===== config.mk =====
export PLATFORM = sky130hd
export DESIGN_NAME = ct_ifu_ibuf_ptr_ctrl
export DESIGN_NICKNAME = d
export VERILOG_FILES = /design/src/rtl/ct_ifu_ibuf_ptr_ctrl_pkg.sv /design/src/rtl/ct_ifu_ibuf_run_mask.sv /design/src/rtl/ct_ifu_ibuf_ptr_ctrl.sv
export SDC_FILE = /design/constraint.sdc
export NUM_CORES = 1
export LEC_CHECK = 0
export CORE_AREA = 2 2 152 117
export CTS_CLUSTER_SIZE = 30
export DETAILED_ROUTE_END_ITERATION = 10
export DIE_AREA = 0 0 154 119
export PLACE_DENSITY = 0.76
export SYNTH_ARGS = -nofsm -noshare
export SYNTH_HDL_FRONTEND = slang
export SYNTH_SLANG_ARGS = --single-unit
export TNS_END_PERCENT = 1

===== constraint.sdc =====
create_clock -name ibuf_entry_vld_clk -period 6.5 [get_ports ibuf_entry_vld_clk]
set_input_delay 1.3 -clock ibuf_entry_vld_clk [delete_from_list [all_inputs] [get_ports ibuf_entry_vld_clk]]
set_output_delay 1.3 -clock ibuf_entry_vld_clk [all_outputs]
set_load 0.005 [all_outputs]

===== src/rtl/ct_ifu_ibuf_ptr_ctrl_pkg.sv =====
// Shared constants and one-hot rotate helper for the IFU instruction buffer pointer logic.
package ct_ifu_ibuf_ptr_ctrl_pkg;

    localparam int ENTRY_NUM  = 32;
    localparam int CREATE_MAX = 8;
    localparam int RETIRE_MAX = 8;
    localparam int CNT_W      = 6;
    localparam int NUM_W      = 4;
    localparam int IDX_W      = $clog2(ENTRY_NUM);

    // Rotate left by n positions; n must be below ENTRY_NUM.
    function automatic logic [ENTRY_NUM-1:0] rotl_onehot(
        input logic [ENTRY_NUM-1:0] vec,
        input logic [IDX_W-1:0]     n
    );
        logic [2*ENTRY_NUM-1:0] dbl;
        dbl = {vec, vec} << n;
        return dbl[2*ENTRY_NUM-1:ENTRY_NUM];
    endfunction

endpackage


===== src/rtl/ct_ifu_ibuf_run_mask.sv =====
// Builds a run of run_len consecutive set bits beginning at a one-hot start, wrapping around.
module ct_ifu_ibuf_run_mask
    import ct_ifu_ibuf_ptr_ctrl_pkg::*;
(
    input  logic [ENTRY_NUM-1:0] start_onehot,
    input  logic [NUM_W-1:0]     run_len,
    output logic [ENTRY_NUM-1:0] run_mask
);

    logic [ENTRY_NUM-1:0] base_mask;
    logic [IDX_W-1:0]     start_idx;

    genvar gi;
    generate
        for (gi = 0; gi < ENTRY_NUM; gi++) begin : g_base
            localparam logic [IDX_W:0] POS = (IDX_W+1)'(gi);
            assign base_mask[gi] = POS < (IDX_W+1)'(run_len);
        end
    endgenerate

    always_comb begin
        start_idx = '0;
        for (int i = 0; i < ENTRY_NUM; i++) begin
            if (start_onehot[i]) begin
                start_idx = start_idx | IDX_W'(i);
            end
        end
    end

    assign run_mask = rotl_onehot(base_mask, start_idx);

endmodule


===== src/rtl/ct_ifu_ibuf_ptr_ctrl.sv =====
// IFU instruction buffer pointer/occupancy controller.
// Optional protocol checking is compiled in with CT_IFU_IBUF_PTR_CHECK_EN.
module ct_ifu_ibuf_ptr_ctrl
    import ct_ifu_ibuf_ptr_ctrl_pkg::*;
(
    input  logic                 ibuf_entry_vld_clk,
    input  logic                 cpurst_b,
    input  logic                 ibuf_flush,
    input  logic                 create_vld,
    input  logic [NUM_W-1:0]     create_num,
    input  logic                 retire_vld,
    input  logic [NUM_W-1:0]     retire_num,
    output logic                 create_accept,
    output logic [ENTRY_NUM-1:0] entry_create_x,
    output logic [ENTRY_NUM-1:0] entry_retire_x,
    output logic [ENTRY_NUM-1:0] create_ptr,
    output logic [ENTRY_NUM-1:0] retire_ptr,
    output logic [CNT_W-1:0]     entry_cnt,
    output logic                 ibuf_full,
    output logic                 ibuf_empty,
    output logic                 ptr_clk_en,
    output logic                 ibuf_ptr_err
);

    localparam logic [ENTRY_NUM-1:0] PTR_INIT = ENTRY_NUM'(1);

    logic [ENTRY_NUM-1:0] create_ptr_reg, create_ptr_next;
    logic [ENTRY_NUM-1:0] retire_ptr_reg, retire_ptr_next;
    logic [CNT_W-1:0]     entry_cnt_reg,  entry_cnt_next;
    logic [CNT_W-1:0]     free_cnt;
    logic [NUM_W-1:0]     create_eff;
    logic [NUM_W-1:0]     retire_clip;
    logic [NUM_W-1:0]     retire_eff;

    // Free space is taken before this cycle's retire so the accept path never sees the retire side.
    assign free_cnt      = CNT_W'(ENTRY_NUM) - entry_cnt_reg;
    assign create_accept = cpurst_b & create_vld & ~ibuf_flush
                         & (CNT_W'(create_num) <= free_cnt);
    assign create_eff    = create_accept ? create_num : '0;

    assign retire_clip = (CNT_W'(retire_num) > entry_cnt_reg) ? entry_cnt_reg[NUM_W-1:0]
                                                                : retire_num;
    assign retire_eff  = (cpurst_b & retire_vld & ~ibuf_flush) ? retire_clip : '0;

    ct_ifu_ibuf_run_mask u_create_mask (
        .start_onehot (create_ptr_reg),
        .run_len      (create_eff),
        .run_mask     (entry_create_x)
    );

    ct_ifu_ibuf_run_mask u_retire_mask (
        .start_onehot (retire_ptr_reg),
        .run_len      (retire_eff),
        .run_mask     (entry_retire_x)
    );

    always_comb begin
        create_ptr_next = rotl_onehot(create_ptr_reg, IDX_W'(create_eff));
        retire_ptr_next = rotl_onehot(retire_ptr_reg, IDX_W'(retire_eff));
        entry_cnt_next  = entry_cnt_reg + CNT_W'(create_eff) - CNT_W'(retire_eff);
        if (ibuf_flush) begin
            create_ptr_next = PTR_INIT;
            retire_ptr_next = PTR_INIT;
            entry_cnt_next  = '0;
        end
    end

    always_ff @(posedge ibuf_entry_vld_clk or negedge cpurst_b) begin
        if (!cpurst_b) begin
            create_ptr_reg <= PTR_INIT;
            retire_ptr_reg <= PTR_INIT;
            entry_cnt_reg  <= '0;
        end else begin
            create_ptr_reg <= create_ptr_next;
            retire_ptr_reg <= retire_ptr_next;
            entry_cnt_reg  <= entry_cnt_next;
        end
    end

    assign create_ptr = create_ptr_reg;
    assign retire_ptr = retire_ptr_reg;
    assign entry_cnt  = entry_cnt_reg;
    assign ibuf_empty = (entry_cnt_reg == '0);
    assign ibuf_full  = free_cnt < CNT_W'(CREATE_MAX);
    assign ptr_clk_en = create_vld | retire_vld | ibuf_flush;

`ifdef CT_IFU_IBUF_PTR_CHECK_EN
    logic ptr_err_reg;
    logic ptr_err_set;

    assign ptr_err_set = (retire_vld & (CNT_W'(retire_num) > entry_cnt_reg))
                       | (create_num > NUM_W'(CREATE_MAX))
                       | (retire_num > NUM_W'(RETIRE_MAX));

    // Sticky until flush so software/debug can observe a past violation.
    always_ff @(posedge ibuf_entry_vld_clk or negedge cpurst_b) begin
        if (!cpurst_b) begin
            ptr_err_reg <= 1'b0;
        end else if (ibuf_flush) begin
            ptr_err_reg <= 1'b0;
        end else if (ptr_err_set) begin
            ptr_err_reg <= 1'b1;
        end
    end

    assign ibuf_ptr_err = ptr_err_reg;
`else
    assign ibuf_ptr_err = 1'b0;
`endif

endmodule


==> results of run 1 <==
metrics by stage:
step | setup TNS (ns) | hold slack, ns | instances
CTS | 0 | 0.827 | 1420
detailed placement | 0 | 0.818 | 1404
finish | 0 | 0.830 | 1421
global placement | 0 | 0.768 | 1404
floorplan | 0 | 0.736 | 1106
global route | -0.130 | 0.870 | 1421
power by group through the flow:
stage	Sequential [uW]	Clock (uW)	Combinational, uW
floorplan	571	0	1670
global placement	613	0	2370
CTS	605	477	2400
finish	613	475	2460
global route	616	502	2680
detailed placement	613	0	2390
what timing repair did:
action | in CTS | in global routing
gates resized for setup | 0 | 4
hold endpoints to repair | 0 | 0
buffers inserted | 0 | 0
endpoints found under the setup margin | 0 | 19
cell usage after synthesis, types with 12 or more instances:
cell	instances	share of area, %
a21oi_1	112	6.8
and3_1	12	0.91
o22ai_1	47	3.6
buf_2	22	1.3
and2_1	37	2.8
nor2_1	61	2.8
inv_1	23	1.0
a211oi_1	43	3.9
clkbuf_1	67	3.1
mux2i_1	58	7.1
nand4_1	12	0.91
a32oi_1	33	3.5
a31oi_1	16	1.2
o21ai_0	61	3.7
mux2_2	33	4.5
ha_1	16	2.4
nor4_1	18	1.4
a22oi_1	13	1.2
dfrtp_1	68	21
nand2_1	123	5.6
nand3_1	34	2.1
a22o_1	31	3.3
nor3_1	23	1.4
area by class of cell:
type / count / area [sq um]
fillers: 1584 / 6980
multi-input cells: 907 / 5960
flip-flops and latches: 70 / 1750
repair buffers: 179 / 1710
well taps: 220 / 275
clock buffers: 10 / 239
inverters: 28 / 105
clock inverters: 6 / 45.0
diodes: 1 / 2.50
path summary, 6_finish.rpt:
kind / startpoint / end / depth (start not counted)
setup / recovery: retire_num[2] / entry_retire_x[16] / 11
hold / removal: entry_cnt[5]$_DFF_PN0_ / entry_cnt[5]$_DFF_PN0_ / 4
setup reg to reg: entry_cnt[2]$_DFF_PN0_ / entry_cnt[5]$_DFF_PN0_ / 17
hold reg to reg: entry_cnt[5]$_DFF_PN0_ / entry_cnt[5]$_DFF_PN0_ / 4
max in group asynchronous: cpurst_b / create_ptr[10]$_DFF_PN0_ / 2
min in group asynchronous: cpurst_b / retire_ptr[16]$_DFF_PN0_ / 2
logic make-up after synthesis:
kind of cell / synth area share (%)
xor+xnor: 0.745
buf+inv: 6.58
flops: 21.3
other cells: 0.0455
fa+ha+maj: 4.54
compound gates: 34.7
mux: 11.6
simple gates: 20.5
per-layer routing:
metal / vias up / global-route usage, % / wire length [um]
met5: - / 0 / 0
met4: 0 / 8.53 / 534
met3: 47 / 5.46 / 3430
met2: 658 / 43.4 / 12400
met1: 4556 / 45.8 / 12700
li1: 4430 / - / -
worst min-delay path: stages, from the launching register on:
cell and delay, ns:
dfrtp_1 0.43, inv_1 0.08, ha_1 0.13, xnor2_1 0.11
nor2_1 0.04
==> metrics.txt, run 1 <==
status=complete, no violations; Mapped Avg Cell Area=7.44 sq um; GPL Wtd Cong=0.960; clock transition at the registers of the reported paths=0.06 ns; number of buffers created by CTS=9; remaining antenna violation count=0; GR Util All Layers=a little under a third; Seq cells post-synth=70; Top cell by count, worst path=clkdlybuf4s50_1; final WL=just under 30000 um; DR vias/cell=6.82; IO buf count=150; DIE AREA=18300 sq um; design area=10100 sq um; Crit. End Element=output pin; CTS hold repair buffers=0; Critical Path Fanout Max=10; post-placement worst setup slack=0.151 ns; sw frac=approximately half; Req. time, crit path=5.20 ns; io pins=approximately 150; worst path arrival time=5.02 ns; crit-path cells=clkdlybuf4s50_1 -> ha_1 -> nand4b_1 -> and3_1 -> or3_1 -> a211oi_4 -> nand2_1 -> maj3_2 -> o22a_1 -> mux2i_1 -> clkdlybuf4s50_1; max-slew violations=0; Clock Path Buffers=2; core area=17100 sq um; critical path startpoint category=primary input; # nets final=1228; initial antenna violation count=1; power per cell area=352 nW/um^2; 1st-pass router iterations=7; clock period minus worst slack=6.32 ns; share of cells above drive strength 1=a little under 9%; CTS tree=yes; most common cell after layout, fill and taps aside=clkdlybuf4s50_1; Detail Placement HPWL=21200 um; largest net degree at the start of global routing=~70; Cell variety after synth=74; critical path's largest stage delay=roughly 0.57 ns; clk root buf=clkbuf_16; DR WL/cell=20.4 um; CP bufs+invs=2; synthesized net count=1139; R2R setup slack=around 1.9 ns; Post-Syn Instances=1106; RSZ-0062 raised after global routing=yes; TritonCTS Sinks=70; critical path's top delay family=buffers and inverters; Clock Skews=slightly above 0.007 ns; most frequent cells in the layout=clkdlybuf4s50_1 (149), nand2_1 (122), a21oi_1 (112), dfrtp_1 (68), o21ai_0 (61); Synth async-reset ratio=between 90% and 100%; fin util=between 50 and 60%; DRC errors left=0; Die Wd=154 um; final period utilization=slightly below 100%; number of global-route vias before repair=approximately 8300; Max Clock Freq=158 MHz; first-pass GRT wire length=45200 um; Ys Warns=0; later-pin clock latency in the skew report=approximately 0.33 ns; hold crit path type=register to register; grt total ovfl=0; internal power=1740 uW; Initial Util=about half; final worst slack=0.180 ns; ys flop type=dfrtp_1; placed cell area=9790 sq um; critical path class=primary input to output pin; Slew HR=17.4%; max cap viols=0; number of synthesized flops with an enable pin=0; vias=between 9000 and 10000; setup violators final=0; Rows=42; post-synthesis cell area=~8200 sq um; Final Power=3550 uW; Max VDD drop=0.000245 V; slowest CP cell=clkdlybuf4s50_1; Worst Tran Pin Value=1.24 ns; Synth-to-Final Area Change=22.6%; Logic pwr share=69.4%; sequential power share=between 10% and 20%; post-synthesis sequential area ratio=21.3%; DR iter-0 viols=1384; Die Ht=119 um; Clk pwr share=a little over an eighth; Hold Violations, Final=0; P_leak=between 0.003 and 0.004 uW; reported net switching power=about 1800 uW; htree depth=3
Power figures use the tool's default switching activity.
==> run 2: changes to the inputs <==
--- a/config.mk
+++ b/config.mk
@@ -6,10 +6,11 @@
 export NUM_CORES = 1
 export LEC_CHECK = 0
 export CORE_AREA = 2 2 152 117
+export CTS_CLUSTER_DIAMETER = 50
 export CTS_CLUSTER_SIZE = 30
 export DETAILED_ROUTE_END_ITERATION = 10
 export DIE_AREA = 0 0 154 119
-export PLACE_DENSITY = 0.76
+export PLACE_DENSITY = 0.84
 export SYNTH_ARGS = -nofsm -noshare
 export SYNTH_HDL_FRONTEND = slang
 export SYNTH_SLANG_ARGS = --single-unit
==> constraint.sdc (replaced) <==
create_clock -name ibuf_entry_vld_clk -period 6.5 [get_ports ibuf_entry_vld_clk]
set_input_delay 0.975 -clock ibuf_entry_vld_clk [delete_from_list [all_inputs] [get_ports ibuf_entry_vld_clk]]
set_output_delay 0.975 -clock ibuf_entry_vld_clk [all_outputs]
set_load 0.005 [all_outputs]
==> run 2 against run 1 <==
Net effect:
- global-route usage shrank 0.48 points
- clock skew grew 0.0031 ns
- critical endpoint is now entry_retire_x[28]
- cell count shrank 0.63%
- combinational power barely moved
- clock-buffer cell count increased by 3
- via count down 0.97%
- largest cell class unchanged
- die area unchanged
- register-to-register slack worse by 0.15 ns
==> metrics.txt, run 2 (synthesis results as in run 1) <==
TritonCTS Sinks=70; core area=17100 sq um; worst path arrival time=4.80 ns; slowest CP cell=clkdlybuf4s50_1; RR Endpoint=create_ptr[0]$_DFF_PN1_; final WL=28600 um; design area=10000 sq um; Die Wd=154 um; clock period minus worst slack=slightly below 6 ns; DIE AREA=around 18000 sq um; P_leak=0.00375 uW; Critical Path Fanout Max=23; cts repair resizes=0; fillers=about 1500; share of cells above drive strength 1=7.89%; io pins=152; hold slack=0.803 ns; Hold Violations, Final=0; post-placement worst setup slack=approximately 0.81 ns; Synth-to-Final Area Change=21.8%; final period utilization=88.8%; vias=9597; DR vias/cell=approximately 6.8; hold crit path type=register to register; Ant. Diodes=0; Hold Path Origin=entry_cnt[5]$_DFF_PN0_; number of global-route vias before repair=~8500; status=complete, no violations; Die Ht=119 um; first-pass GRT wire length=between 40000 and 50000 um; critical path class=primary input to output pin; CP bufs+invs=3; initial antenna violation count=0; FF-to-FF Start=entry_cnt[1]$_DFF_PN0_; placed cell area=roughly 9700 sq um; clk root buf=clkbuf_16; most common cell after layout, fill and taps aside=clkdlybuf4s50_1; Max Clock Freq=173 MHz; Initial Util=48.2%; GPL Wtd Cong=0.938; max-slew violations=0; final worst slack=roughly 0.73 ns; Clk pwr share=14.2%; DR WL/cell=20.3 um; most frequent cells in the layout=clkdlybuf4s50_1 (149), nand2_1 (123), a21oi_1 (112), dfrtp_1 (68), o21ai_0 (61); GR Util All Layers=a little under 30%; 1st-pass router iterations=7; Logic pwr share=68.6%; largest net degree at the start of global routing=71; reported net switching power=roughly 1800 uW; sw frac=50.2%; max cap viols=0; Clock Skews=0.0101 ns; CTS hold repair buffers=0; Worst Tran Pin Value=1.18 ns; IO buf count=150; critical path's top delay family=buffers and inverters; clock transition at the registers of the reported paths=0.06 ns; Worst Hold Depth=4; critical path's largest stage delay=0.54 ns; number of buffers created by CTS=9; fin util=58.7%; remaining antenna violation count=0; grt total ovfl=0; DRC errors left=0; Detail Placement HPWL=20600 um; Clock Path Buffers=2; area of the multi-input gates=5940 sq um; Max VDD drop=0.000269 V; Slew HR=21.0%; crit-path cells=clkdlybuf4s50_1 -> ha_1 -> a21oi_1 -> and3_1 -> or3_1 -> a21oi_2 -> inv_2 -> o31ai_1 -> nor3_1 -> o31ai_1 -> clkdlybuf4s50_1; sequential power share=17.3%; Rows=42; htree depth=3; register area=~1800 sq um; internal power=1770 uW; R2R setup slack=about 1.8 ns; setup violators final=0; DR iter-0 viols=roughly 1600; Hold EP=entry_cnt[5]$_DFF_PN0_; Crit. End Element=output pin; # nets final=roughly 1200; R2R cell count=14; setup TNS=0 ns; power per cell area=354 nW/um^2; critical path startpoint category=primary input; Req. time, crit path=roughly 5.5 ns; CTS tree=yes; RSZ-0062 raised after global routing=no; later-pin clock latency in the skew report=roughly 0.34 ns; Post-CTS Setup Inserts=0
-- run 2: changes by cell type in the layout (fill, tap and decap cells not counted), sizes merged --
| cell | delta |
|---|---|
| buf | -8 |
| bufinv | +1 |
| clkbuf | +3 |
| clkinv | -1 |
| clkinvlp | -2 |
| diode | -1 |
| inv | -1 |
-- run 2: cell type report --
class	instances	area share (%)
Multi-Input combinational cell	907	59.2
Sequential cell	70	17.5
Timing Repair Buffer	171	16.5
Tap cell	220	2.74
Clock buffer	13	2.59
Inverter	28	1.05
Clock inverter	3	0.424
-- run 2: worst max-delay path by stage --
stage / startpoint / end / slack, ns / cells after the start
final: retire_num[3] / entry_retire_x[28] / 0.73 / 11
after global routing: create_num[3] / entry_create_x[9] / 0.53 / 13
after CTS: retire_num[3] / entry_retire_x[16] / 0.80 / 13
after detailed placement: retire_num[3] / entry_retire_x[28] / 0.81 / 11
after global placement: retire_num[3] / entry_retire_x[29] / 0.93 / 11
after floorplan: retire_num[3] / entry_cnt[5]$_DFF_PN0_ / 2.04 / 19
-- run 2: routing by layer --
layer  up-vias  track usage (%)  share of wire (%)
met2       676             42.9                 42
met1      4454             44.5                 44
met5         -                0                  0
met3        75             6.66                 12
met4         0             7.54                2.3
li1       4392                -                  -
-- run 2: stage by stage --
step,cells,total power (uW)
after CTS,1412,3480
after detailed placement,1396,2970
after global placement,1396,2950
after floorplan,1106,2240
after global routing,1412,3800
final,1412,3550
-- run 2: power by group through the flow --
| stage | Sequential (uW) | Combinational, uW | Clock [uW] |
|---|---|---|---|
| finish | 612 | 2430 | 502 |
| CTS | 603 | 2370 | 505 |
| detailed placement | 610 | 2360 | 0 |
| global placement | 609 | 2340 | 0 |
| global route | 615 | 2660 | 525 |
| floorplan | 571 | 1670 | 0 |
-- run 2: tightest hold or removal path: stages, from the launching register on --
cell and delay (ns):
dfrtp_1 0.42, inv_1 0.07, ha_1 0.13, xnor2_1 0.11, nor2_1 0.04
==> run 3: changes to the inputs <==
--- a/config.mk
+++ b/config.mk
@@ -5,11 +5,13 @@
 export SDC_FILE = /design/constraint.sdc
 export NUM_CORES = 1
 export LEC_CHECK = 0
+export CAP_MARGIN = 30
 export CORE_AREA = 2 2 152 117
 export CTS_CLUSTER_DIAMETER = 50
 export CTS_CLUSTER_SIZE = 30
 export DETAILED_ROUTE_END_ITERATION = 10
 export DIE_AREA = 0 0 154 119
+export HOLD_SLACK_MARGIN = 0.06
 export PLACE_DENSITY = 0.84
 export SYNTH_ARGS = -nofsm -noshare
 export SYNTH_HDL_FRONTEND = slang
==> run 3 against run 2 <==
Net effect:
- clock skew shrank 0.0038 ns
- core utilization is essentially flat
- maximum frequency grew 0.20%
- total power shrank 0.74%
- clock power shrank 9.6%
- cell count is essentially flat
- first-iteration DRC count shrank 11%
- sequential cell count is the same
- worst setup slack gained 0.012 ns
- largest cell class unchanged
- die area is the same
- cell area is essentially flat
==> metrics.txt, run 3 (synthesis results as in run 1) <==
status=complete, no violations; Max VDD drop=0.000214 V; Post-CTS Setup Inserts=0; RR Endpoint=entry_cnt[5]$_DFF_PN0_; cts repair resizes=0; initial antenna violation count=0; most common cell after layout, fill and taps aside=clkdlybuf4s50_1; Ant. Diodes=0; Req. time, crit path=5.52 ns; P_leak=0.00375 uW; setup TNS=0 ns; number of buffers created by CTS=9; Detail Placement HPWL=20800 um; vias=9715; crit-path cells=clkdlybuf4s50_1 -> buf_4 -> ha_1 -> nand4_1 -> nand3_1 -> o21ai_2 -> inv_2 -> nand2_1 -> clkinv_1 -> a31o_2 -> mux2i_1 -> mux2i_1 -> clkdlybuf4s50_1; CTS tree=yes; IO buf count=150; DIE AREA=18300 sq um; Rows=42; grt total ovfl=0; Hold Violations, Final=0; Worst Tran Pin Value=approximately 1 ns; # nets final=between 1000 and 1500; clock period minus worst slack=5.76 ns; Die Wd=154 um; fin util=58.7%; worst path arrival time=about 4.8 ns; DRC errors left=0; DR WL/cell=20.3 um; RSZ-0062 raised after global routing=no; clk root buf=clkbuf_16; DR vias/cell=6.88; io pins=about 150; power per cell area=approximately 350 nW/um^2; Hold Path Origin=entry_cnt[5]$_DFF_PN0_; Max Clock Freq=174 MHz; critical path class=primary input to output pin; 1st-pass router iterations=6; Clock Skews=0.00631 ns; final WL=28700 um; R2R cell count=17; GPL Wtd Cong=0.938; Worst Hold Depth=4; TritonCTS Sinks=70; Initial Util=48.2%; R2R setup slack=1.91 ns; max-slew violations=0; final period utilization=88.7%; setup violators final=0; remaining antenna violation count=0; number of global-route vias before repair=8654; share of cells above drive strength 1=between 7 and 8%; DR iter-0 viols=1403; critical path's top delay family=buffers and inverters; hold crit path type=register to register; CTS hold repair buffers=0; Clock Path Buffers=2; Synth-to-Final Area Change=21.8%; clock transition at the registers of the reported paths=0.05 ns; Die Ht=119 um; Critical Path Fanout Max=31; most frequent cells in the layout=clkdlybuf4s50_1 (149), nand2_1 (123), a21oi_1 (112), dfrtp_1 (68), o21ai_0 (61); core area=17100 sq um; max cap viols=0; Crit. End Element=output pin; GR Util All Layers=a little under a third; Hold EP=entry_cnt[5]$_DFF_PN0_; htree depth=3; FF-to-FF Start=entry_cnt[0]$_DFF_PN0_; critical path's largest stage delay=0.48 ns; later-pin clock latency in the skew report=roughly 0.33 ns; fin cells=1413; first-pass GRT wire length=45800 um; Slew HR=32.0%; slowest CP cell=clkdlybuf4s50_1; critical path startpoint category=primary input; largest net degree at the start of global routing=71; CP bufs+invs=5; dpl cells=1398
==> run 3: changes by cell type in the layout (fill, tap and decap cells not counted), sizes merged <==
cell,delta
buf,+2
bufinv,-1
clkbuf,+1
clkinvlp,-1
==> run 3: worst max-delay path by stage <==
stage,slack [ns],end,start,cells after the start
after floorplan,2.04,entry_cnt[5]$_DFF_PN0_,retire_num[3],19
after global placement,0.93,entry_retire_x[29],retire_num[3],11
after detailed placement,0.83,entry_retire_x[16],retire_num[1],13
after CTS,0.81,entry_retire_x[16],retire_num[1],13
after global routing,0.53,entry_retire_x[19],retire_num[2],11
final,0.74,entry_create_x[1],create_num[3],13
==> run 3: layout make-up <==
class / count / area [sq um]
inverters: 28 / 105
clock inverters: 1 / 5.00
multi-input cells: 907 / 5940
repair buffers: 173 / 1680
flip-flops and latches: 70 / 1750
fillers: 1582 / 7050
clock buffers: 14 / 264
well taps: 220 / 275
==> run 3: stage by stage <==
stage	power, uW	hold WS [ns]	instance area (sq um)	setup slack (ns)
floorplan	2240	0.679	8230	2.04
global placement	2950	0.750	9730	0.932
detailed placement	3000	0.797	9760	0.831
CTS	3460	0.805	10000	0.812
global route	3760	0.865	10000	0.531
finish	3520	0.811	10000	0.737
==> run 3: worst register-to-register path, stage by stage (launching register included) <==
cell	delay [ns]
dfrtp_1	0.54
inv_1	0.11
ha_1	0.25
xor2_1	0.16
ha_1	0.30
nand2_1	0.05
o21a_1	0.21
o21ai_2	0.41
inv_2	0.31
nand2_1	0.25
clkinv_1	0.40
fa_1	0.61
ha_1	0.30
inv_1	0.10
o21bai_1	0.09
a21oi_1	0.18
xnor2_1	0.13
nor2_1	0.06
==> run 3: layer usage <==
metal  vias to the layer above  global-route usage [%]  part of all wire [%]
met5                         -                       0                     0
met4                         0                    10.2                   2.8
met3                        98                    6.66                    12
met2                       712                    42.9                    41
met1                      4506                    44.9                    44
li1                       4399                       -                     -
==> run 3: report_power, final <==
group	leakage, uW	internal [uW]	switching, uW
Sequential	0.000953	496	114
Clock	0.000133	277	177
Combinational	0.00267	965	1490
